==> src/rtl/if_stage.sv <==
// Instruction-fetch stage: issues one memory request per PC address, waits for the
// response, buffers it across decode stalls and drives the IF/ID pipeline register.
module if_stage #(
    parameter int INST_W = 32,
    parameter int ADDR_W = 64
) (
    input  logic              i_clk,
    input  logic              i_rst,
    input  logic [ADDR_W-1:0] i_pc_addr,
    input  logic              i_pc_valid,
    input  logic              i_flush,
    input  logic              i_stall,
    output logic [ADDR_W-1:0] o_imem_addr,
    output logic              o_imem_req,
    input  logic [INST_W-1:0] i_imem_inst,
    input  logic              i_imem_valid,
    output logic [ADDR_W-1:0] o_next_pc,
    output logic              o_busy,
    output logic [ADDR_W-1:0] o_ifid_pc,
    output logic [INST_W-1:0] o_ifid_inst,
    output logic              o_ifid_valid
);

    typedef enum logic [1:0] {IDLE, WAIT, HOLD} state_t;

    state_t            state, state_nxt;
    logic [ADDR_W-1:0] fetch_addr;
    logic [ADDR_W-1:0] next_pc_p0;
    logic              req_vld_p0;
    logic              discard;
    logic              accept;
    logic [INST_W-1:0] hold_inst;
    logic              load_ifid;
    logic [INST_W-1:0] load_inst;
    logic [ADDR_W-1:0] ifid_pc_p1;
    logic [INST_W-1:0] ifid_inst_p1;
    logic              vld_p1;

    function automatic logic [ADDR_W-1:0] seq_pc(input logic [ADDR_W-1:0] addr);
        return addr + ADDR_W'(4);
    endfunction

    // A new address is taken only when nothing is in flight or held.
    assign accept = (state == IDLE) && !req_vld_p0 && i_pc_valid;

    always_comb begin
        state_nxt = state;
        load_ifid = 1'b0;
        load_inst = hold_inst;
        case (state)
            IDLE: begin
                if (req_vld_p0) state_nxt = WAIT;
            end
            WAIT: begin
                if (i_imem_valid) begin
                    if (discard || i_flush) begin
                        state_nxt = IDLE;
                    end else if (i_stall) begin
                        state_nxt = HOLD;
                    end else begin
                        state_nxt = IDLE;
                        load_ifid = 1'b1;
                        load_inst = i_imem_inst;
                    end
                end
            end
            HOLD: begin
                if (i_flush) begin
                    state_nxt = IDLE;
                end else if (!i_stall) begin
                    state_nxt = IDLE;
                    load_ifid = 1'b1;
                end
            end
            default: state_nxt = IDLE;
        endcase
    end

    // p0: fetch address capture and request issue
    always_ff @(posedge i_clk) begin
        if (i_rst) begin
            state      <= IDLE;
            req_vld_p0 <= 1'b0;
            discard    <= 1'b0;
            fetch_addr <= '0;
            next_pc_p0 <= '0;
            hold_inst  <= '0;
        end else begin
            state      <= state_nxt;
            req_vld_p0 <= accept;
            if (accept) begin
                fetch_addr <= i_pc_addr;
                next_pc_p0 <= seq_pc(i_pc_addr);
            end
            // A flush once the request has gone out poisons whatever comes back.
            if (state == WAIT && i_imem_valid)
                discard <= 1'b0;
            else if ((req_vld_p0 || state == WAIT) && i_flush)
                discard <= 1'b1;
            if (state == WAIT && i_imem_valid && !discard && !i_flush && i_stall)
                hold_inst <= i_imem_inst;
        end
    end

    // p1: IF/ID pipeline register
    always_ff @(posedge i_clk) begin
        if (i_rst) begin
            vld_p1       <= 1'b0;
            ifid_pc_p1   <= '0;
            ifid_inst_p1 <= '0;
        end else if (i_flush) begin
            vld_p1 <= 1'b0;
        end else if (!i_stall) begin
            vld_p1 <= load_ifid;
            if (load_ifid) begin
                ifid_pc_p1   <= fetch_addr;
                ifid_inst_p1 <= load_inst;
            end
        end
    end

    assign o_imem_addr  = fetch_addr;
    assign o_imem_req   = req_vld_p0;
    assign o_next_pc    = next_pc_p0;
    assign o_busy       = (state != IDLE) || req_vld_p0;
    assign o_ifid_pc    = ifid_pc_p1;
    assign o_ifid_inst  = ifid_inst_p1;
    assign o_ifid_valid = vld_p1;

endmodule

==> config.mk <==
export PLATFORM = sky130hd
export DESIGN_NAME = if_stage
export DESIGN_NICKNAME = d
export VERILOG_FILES = /design/src/rtl/if_stage.sv
export SDC_FILE = /design/constraint.sdc
export NUM_CORES = 1
export LEC_CHECK = 0
export BUFFER_PORTS_ARGS = -buffer_cell sky130_fd_sc_hd__buf_2
export CELL_PAD_IN_SITES_DETAIL_PLACEMENT = 1
export CELL_PAD_IN_SITES_GLOBAL_PLACEMENT = 2
export CORE_MARGIN = 4
export CORE_UTILIZATION = 29
export CTS_CLUSTER_SIZE = 40
export DETAILED_ROUTE_END_ITERATION = 8
export PLACE_DENSITY = 0.85
export SLEW_MARGIN = 25
export SYNTH_ARGS = -nofsm -noshare
export SYNTH_HDL_FRONTEND = slang
export SYNTH_SLANG_ARGS = --single-unit
==> constraint.sdc <==
create_clock -name i_clk -period 3 [get_ports i_clk]
set_input_delay 0.3 -clock i_clk [delete_from_list [all_inputs] [get_ports i_clk]]
set_output_delay 0.3 -clock i_clk [all_outputs]
set_load 0.02 [all_outputs]
== Word-level counts from Yosys, hierarchy flattened ==
Cells that the tools add are included.
Storage, ports and cells
  register bits: 261
  logic and storage cells: 51
Cells by class
  $add $sub $neg: 1
  equal/unequal tests: 5
  muxes and demuxes: 15
  bitwise gates (word level): 2
  reduce and logical (&&, ||, !) cells: 19
Operators with widths (number)
  $mux 32: 3
  $add 64x3->64 const B: 1
  $mux 2: 6
  $logic_and 1x1->1: 7
  $pmux 2 s3: 1
  $reduce_and 3->1: 2
  $mux 1: 4
  $ne 2x2->1 const B: 2
  $reduce_or 2->1: 2
  $logic_not 1->1: 3
  $logic_or 1x1->1: 3
  $ne 3x3->1 const B: 1
  $eq 2x1->1 const B: 1
  $eq 2x2->1 const B: 1
  $logic_not 2->1: 1
  $not 1->1: 2
  $pmux 1 s2: 1
  $reduce_bool 2->1: 1

== Depth between registers and ports, before layout ==
Gate-level depths: netlist of run 1.
  depth after elaboration: 5
  gate-level depth with buffers: 10

== Least setup slack after synthesis of run 1 ==
OpenSTA, ideal clock, no wires.
  path kind: register to register
  from: register state[1]
  to: register ifid_inst_p1[21], in the netlist o_ifid_inst[21]
  setup time: 137 ps
  data arrival time: 2078 ps
  data required time: 2863 ps
  slack: 785 ps
  stages on the path, launching flop included: 10
  buffers on the path: 3
  period minus slack after synthesis: 2215 ps
  cell sequence: dfxtp_1 > inv_1 > ha_1 > nor4bb_1 > clkbuf_1 > a21oi_1 > nor3b_1 > clkbuf_1 > clkbuf_1 > a211oi_1
Between the ends
  cells in the longest elaborated chain, start to end: 3
  elaborated cells on any way between the ends: 5
Ends and longest elaborated chain
  start: declaration: RTL line 26  | state_t state, state_nxt;
  start signal: assignment: RTL line 89  | state <= state_nxt;
  $eq 2x2->1 or $eq 2x1->1 (tied branches): RTL line 50  | case (state)
  $pmux 1 s2: RTL line 50
  $reduce_and 3->1 (no line)
  end signal: assignment: RTL line 117  | ifid_inst_p1 <= load_inst;
  end: declaration: RTL line 36  | logic [INST_W-1:0] ifid_inst_p1;
Several ways; a longest one is shown, not always the timed one.
A chain may end at the register's enable or synchronous reset.

== Final worst setup path of run 1 ==
  from: input port i_pc_addr[24]
  to: register next_pc_p0[63], in the netlist o_next_pc[63]
Between the ends
  cells in the longest elaborated chain, start to end: 1
Ends and longest elaborated chain
  start: declaration: RTL line 9  | input logic [ADDR_W-1:0] i_pc_addr,
  $add 64x3->64: RTL line 40  | return addr + ADDR_W'(4);
  end signal: assignment: RTL line 93  | next_pc_p0 <= seq_pc(i_pc_addr);
  end: declaration: RTL line 28  | logic [ADDR_W-1:0] next_pc_p0;
Every way passes these cells.

==> metrics.txt, run 1 <==
Simple-Gate Fraction of Synth Area=a little under a quarter; PortBufs=~330; Fin Setup TNS=0 ns; die area=39410 µm²; drt via density=4.938; Synth Area in XOR/XNOR=between 3 and 4%; Max FO, Critical Path=11; kind of end point of the critical path=register; CTS tree=yes; Setup Skew=roughly 0.011 ns; P&R area growth vs syn=32.62%; Post-CTS Hold Fix Bufs=31; CP Launch Type=input pin; reg-to-reg critical path startpoint=state[1]$_SDFFE_PP0P_; Vias=about 10000; synthesized instance count=1280; cts bufs inserted=30; clk buf depth=3; hold path depth=3; pwr/cell area=688.4 nW/µm²; min-delay src=i_imem_inst[18]; nets@finish=approximately 1700; vias in the first global route=10550; most frequent cells in the layout=nand2_1 (343), buf_2 (327), dfxtp_1 (259); reg2reg path depth=8; Rel. slew slack=59.27%; mean post-synth cell area=approximately 8.2 µm²; design area=roughly 14000 µm²; initial antenna violation count=3; hold endpoint=hold_inst[18]$_SDFFE_PP0P_; HP Class=input pin to register; number of max-cap violations=0; RSZ-0062 raised after global routing=false; Detailed Place HPWL=between 20 and 30 mm; post-CTS setup buffers=0; Final Hold Fails=0; # resized after CTS=0; largest net degree at the start of global routing=130; EDFF count, synth=0; status=complete, no violations; sequential area share after synthesis=~49%; Max VDD drop=approximately 0.00039 V; Final Hold Slack=between 0.02 and 0.03 ns; DRC viols=0; Remaining Overflow, GRT=0; flops & latches, synth=259; Post-Syn Nets=between 1000 and 1500; Cell Area, Placed=about 13000 µm²; most common cell after layout, fill and taps aside=nand2_1; Setup-failing EPs final=0; global-route usage over all layers=approximately 18%; worst endpoint required time=3.46 ns; Tcrit/Tclk final=between 80% and 90%; max-slew violation count=0; Post-Synth Adder-Cell Area=0.5944%; Synth Cell Area=approximately 11000 µm²; Compound-Gate Fraction of Synth Area=roughly 16%; first-pass GRT wire length=around 59 mm; core area=between 30000 and 40000 µm²; Rows=69; die height=198.5 µm; final wirelength=about 38 mm; Top-Level Pins=329; Worst-Margin Slew=0.6062 ns; Layout Utilization=between 30% and 40%; worst reg-to-reg setup slack=0.70 ns; GP Congestion=roughly 0.84; crit path time final=roughly 2.6 ns; CP arrival=between 3 and 4 ns; largest family of logic cells by synthesized area=simple AND/OR/NAND/NOR gates; Worst-path clk slew=0.06 ns; wire per inst=~18 µm; mux contribution to synthesized area=under 10%; H-tree depth=1; First-pass DRT Iterations=4; Post-synth ARST share=0%; Root Driver=clkbuf_16; placed cells=1996; layout cells sized above 1=25.69%; Skew-Pair Late Insertion Delay=between 0.5 and 0.6 ns; Cell variety after synth=48; Max Clock Freq=about 390 MHz; worst setup path class=input pin to register; CTS sink count=259; Die Width=about 200 µm; ANT nets after route=0; ys flop type=dfxtp_1; Layout Cells excl Fill=around 2100; First DRT Iteration DRCs=~360; reg2reg end=o_ifid_inst[14]$_SDFFE_PP0P_; Leak=5.590 nW; yosys warns=0; starting density of the core=29.52%
[per-layer routing]
layer / part of all wire, % / track usage, % / wire, µm
met3: 6.6 / 4.675 / 2509
met5: 0.029 / 0 / 11
met4: 1.8 / 3.749 / 698
met1: 43 / 23.11 / 16360
met2: 48 / 31.75 / 18370
[registers in the layout (all words and copies together) (netlist names)]
| name | count |
|---|---|
| o_next_pc | 62 |
| o_ifid_inst | 32 |
| state | 2 |
| hold_inst | 32 |
| o_imem_addr | 64 |
| o_ifid_pc | 64 |
| o_imem_req | 1 |
| o_ifid_valid | 1 |
| discard | 1 |
[worst max-delay path by stage]
stage / slack [ns] / start / end / cells past startpoint
after floorplan: 0.78 / state[1]$_SDFFE_PP0P_ / o_ifid_inst[21]$_SDFFE_PP0P_ / 9
after global placement: 0.34 / i_pc_addr[18] / o_next_pc[63]$_SDFFE_PP0P_ / 6
after detailed placement: 0.29 / i_pc_addr[7] / o_next_pc[63]$_SDFFE_PP0P_ / 6
after CTS: 0.45 / i_pc_addr[24] / o_next_pc[63]$_SDFFE_PP0P_ / 7
after global routing: 0.24 / i_pc_addr[24] / o_next_pc[63]$_SDFFE_PP0P_ / 7
final: 0.42 / i_pc_addr[24] / o_next_pc[63]$_SDFFE_PP0P_ / 7
[cells in the mapped netlist (10+ instances only)]
cell type	instances	area, µm²
inv_1	10	37.54
nand4_1	23	143.9
nand3_1	21	105.1
a211oi_1	76	570.6
or4_1	10	75.07
clkbuf_1	81	304.0
mux2i_1	34	340.3
xor2_1	32	280.3
a311oi_1	14	122.6
a21oi_1	163	815.8
dfxtp_1	259	5185
xnor2_1	12	105.1
nand2_1	344	1291
nor2_1	99	371.6
o21ai_0	10	50.05
[where the power goes]
group | total (W) | internal (W) | switching [W]
registers | 0.00396 | 0.00375 | 0.000204
clock network | 0.00368 | 0.00220 | 0.00148
logic | 0.00197 | 0.000642 | 0.00133
total | 0.00961 | 0.00660 | 0.00301
[worst max-delay path, cell delays in order]
cell	delay, ns
dlygate4sd3_1	0.54
buf_2	0.15
nand4_1	0.24
nor4_4	0.39
nand4_1	0.53
or4_1	0.63
a311oi_1	0.24
[cell type report]
class / count / area, µm²
well taps: 461 / 576.8
repair buffers: 382 / 2208
fillers: 4317 / 21700
clock inverters: 7 / 65.06
clock buffers: 46 / 932.1
inverters: 10 / 37.54
flip-flops and latches: 259 / 5185
diodes: 1 / 2.502
multi-input cells: 915 / 4951
[through the flow]
step | power [W] | setup WS, ns
after floorplan | 0.005186 | 0.7846
after global placement | 0.005949 | 0.3410
after detailed placement | 0.005997 | 0.2871
after CTS | 0.009756 | 0.4452
after global routing | 0.01012 | 0.2355
final | 0.009609 | 0.4170
[logic make-up after synthesis]
group           count (synthesis)
buf+inv                       106
fa+ha+maj                       5
flops                         259
simple gates                  556
mux                            34
compound gates                276
xor+xnor                       44
No activity file was read; power rests on OpenSTA's default activity.
==> run 2: changes to the inputs <==
==> constraint.sdc (replaced) <==
create_clock -name i_clk -period 2.89 [get_ports i_clk]
set_input_delay 0.289 -clock i_clk [delete_from_list [all_inputs] [get_ports i_clk]]
set_output_delay 0.289 -clock i_clk [all_outputs]
set_load 0.02 [all_outputs]
==> run 2 against run 1 <==
Against the previous run:
- global-route usage fell by 0.46 points
- cell count shrank 1.1%
- utilization shrank 0.50 points
- routed wire length down 3.4%
- combinational power up 3%
- critical endpoint is now hold_inst[9]$_SDFFE_PP0P_
- sequential power up 4%
- non-clock buffer count fell by 28
- via count fell by 1.3%
- critical path depth is 1 higher
- cell area is 1.3% lower
- die area did not move
- sequential share of layout area rose by 0.48 points
==> metrics.txt, run 2 (synthesis results as in run 1) <==
status=complete, no violations; CP max-delay cell=buf_4; hold path depth=3; RSZ-0062 raised after global routing=false; CTS tree=yes; First-pass DRT Iterations=4; worst reg-to-reg setup slack=about 0.63 ns; die height=just under 200 µm; Remaining Overflow, GRT=0; ANT nets after route=0; Top-Level Pins=around 330; cts bufs inserted=34; wire per inst=about 18 µm; HP Class=input pin to register; kind of end point of the critical path=register; Sw Pwr=roughly 0.0031 W; reg-to-reg critical path startpoint=state[1]$_SDFFE_PP0P_; PortBufs=around 330; drt via density=between 4 and 5; Detailed Place HPWL=26.66 mm; Reg power frac=a little over 40%; Switching Fraction=between 30% and 40%; First DRT Iteration DRCs=~400; reg2reg path depth=8; Worst path most repeated cell=buf_4; vias in the first global route=10370; Setup-failing EPs final=0; Die Width=between 150 and 200 µm; worst setup path class=register to register; Final Hold Fails=0; starting density of the core=between 20% and 30%; die area=39410 µm²; CP peak stage delay=0.55 ns; GP Congestion=roughly 0.80; final wirelength=36.65 mm; most common cell after layout, fill and taps aside=nand2_1; CP arrival=around 2.7 ns; most frequent cells in the layout=nand2_1 (343), buf_2 (327), dfxtp_1 (259); CP Launch Type=register; CTS sink count=between 200 and 300; global-route usage over all layers=around 18%; Root Driver=clkbuf_16; P&R area growth vs syn=30.92%; Rel. slew slack=between 50 and 60%; Setup Skew=roughly 0.011 ns; H-tree depth=2; Max VDD drop=~0.00033 V; clk buf depth=3; initial antenna violation count=3; largest net degree at the start of global routing=93; core area=35660 µm²; number of max-cap violations=0; Power Internal=between 0.007 and 0.008 W; # resized after CTS=0; Comb power frac=between 10% and 20%; Tot Pwr=between 0.01 and 0.015 W; Post-CTS Hold Fix Bufs=0; nets@finish=about 1700; Worst-Margin Slew=approximately 0.7 ns; CP cell instances=inv_1 > ha_1 > nor4bb_4 > buf_4 > and2_1 > buf_4 > nand2_1 > a21oi_1; crit path time final=2.261 ns; Worst-path clk slew=0.06 ns; first-pass GRT wire length=around 57 mm; pwr/cell area=about 740 nW/µm²; Rows=between 60 and 70; clock power share=about two fifths; Vias=10140; worst endpoint required time=roughly 3.3 ns; post-CTS setup buffers=0; Fin Setup TNS=0 ns; Skew-Pair Late Insertion Delay=approximately 0.50 ns; Leak=around 5.5 nW; DRC viols=0; Tcrit/Tclk final=~80%; min-delay src=i_pc_addr[1]; hold endpoint=o_imem_addr[1]$_SDFFE_PP0P_; max-slew violation count=0; Max FO, Critical Path=34; reg2reg end=hold_inst[9]$_SDFFE_PP0P_; layout cells sized above 1=a little over a quarter; Max Clock Freq=around 440 MHz
## run 2: cell count changes in the layout (fill, tap and decap cells not counted), sizes merged
cell,delta
bufinv,-1
inv,+1
buf,+3
dlygate4sd3,-31
clkinvlp,-2
clkbuf,+8
clkinv,-2
diode,+1
## run 2: metrics by stage
stage	setup slack, ns	util [%]	hold slack (ns)	cell area [µm²]	cells
finish	0.6292	38.65	0.03920	13780	2058
global route	0.4615	38.64	0.01790	13780	2057
CTS	0.5886	38.63	0.004336	13770	2056
detailed placement	0.2166	35.61	0.4437	12700	1999
global placement	0.3014	35.61	0.4387	12700	1999
floorplan	0.6746	-	0.3683	10530	1280
## run 2: layout make-up
class | instances | area [µm²]
sequential | 259 | 5185
fill | 4320 | 21880
clock inverter | 3 | 18.77
multi-input combinational | 915 | 4951
antenna | 2 | 5.005
clock buffer | 54 | 1060
timing repair buffer | 354 | 1946
inverter | 10 | 37.54
tap | 461 | 576.8
## run 2: power by group through the flow
stage | sequential [W] | clock, W | combinational [W]
2_1_floorplan | 0.00451 | 0 | 0.000875
3_3_place_gp | 0.00417 | 0 | 0.00202
3_5_place_dp | 0.00418 | 0 | 0.00205
4_1_cts | 0.00411 | 0.00419 | 0.00206
5_1_grt | 0.00415 | 0.00434 | 0.00224
6_report | 0.00410 | 0.00404 | 0.00202
## run 2: worst max path at each step
stage | start | slack (ns) | depth (start not counted) | end
2_1_floorplan | state[1]$_SDFFE_PP0P_ | 0.67 | 9 | o_ifid_inst[21]$_SDFFE_PP0P_
3_3_place_gp | i_pc_addr[7] | 0.30 | 6 | o_next_pc[63]$_SDFFE_PP0P_
6_report | state[1]$_SDFFE_PP0P_ | 0.63 | 8 | hold_inst[9]$_SDFFE_PP0P_
3_5_place_dp | i_pc_addr[6] | 0.22 | 6 | o_next_pc[63]$_SDFFE_PP0P_
4_1_cts | state[1]$_SDFFE_PP0P_ | 0.59 | 8 | hold_inst[9]$_SDFFE_PP0P_
5_1_grt | state[1]$_SDFFE_PP0P_ | 0.46 | 8 | hold_inst[12]$_SDFFE_PP0P_
## run 2: routing by layer
metal  part of all wire [%]  global-route usage (%)  vias to the layer above
met4                    2.0                   4.281                        0
met5                      0                       0                        -
li1                       -                       -                     4987
met3                    6.8                   4.878                       48
met1                     44                   22.37                     4857
met2                     47                   30.58                      247
## run 2: worst max-delay path: cells and delay by family (launching register included)
kind,cells,cell delay [ns]
buf+inv,3,0.89
simple gates,3,0.55
flops,1,0.32
fa+ha+maj,1,0.24
compound gates,1,0.15
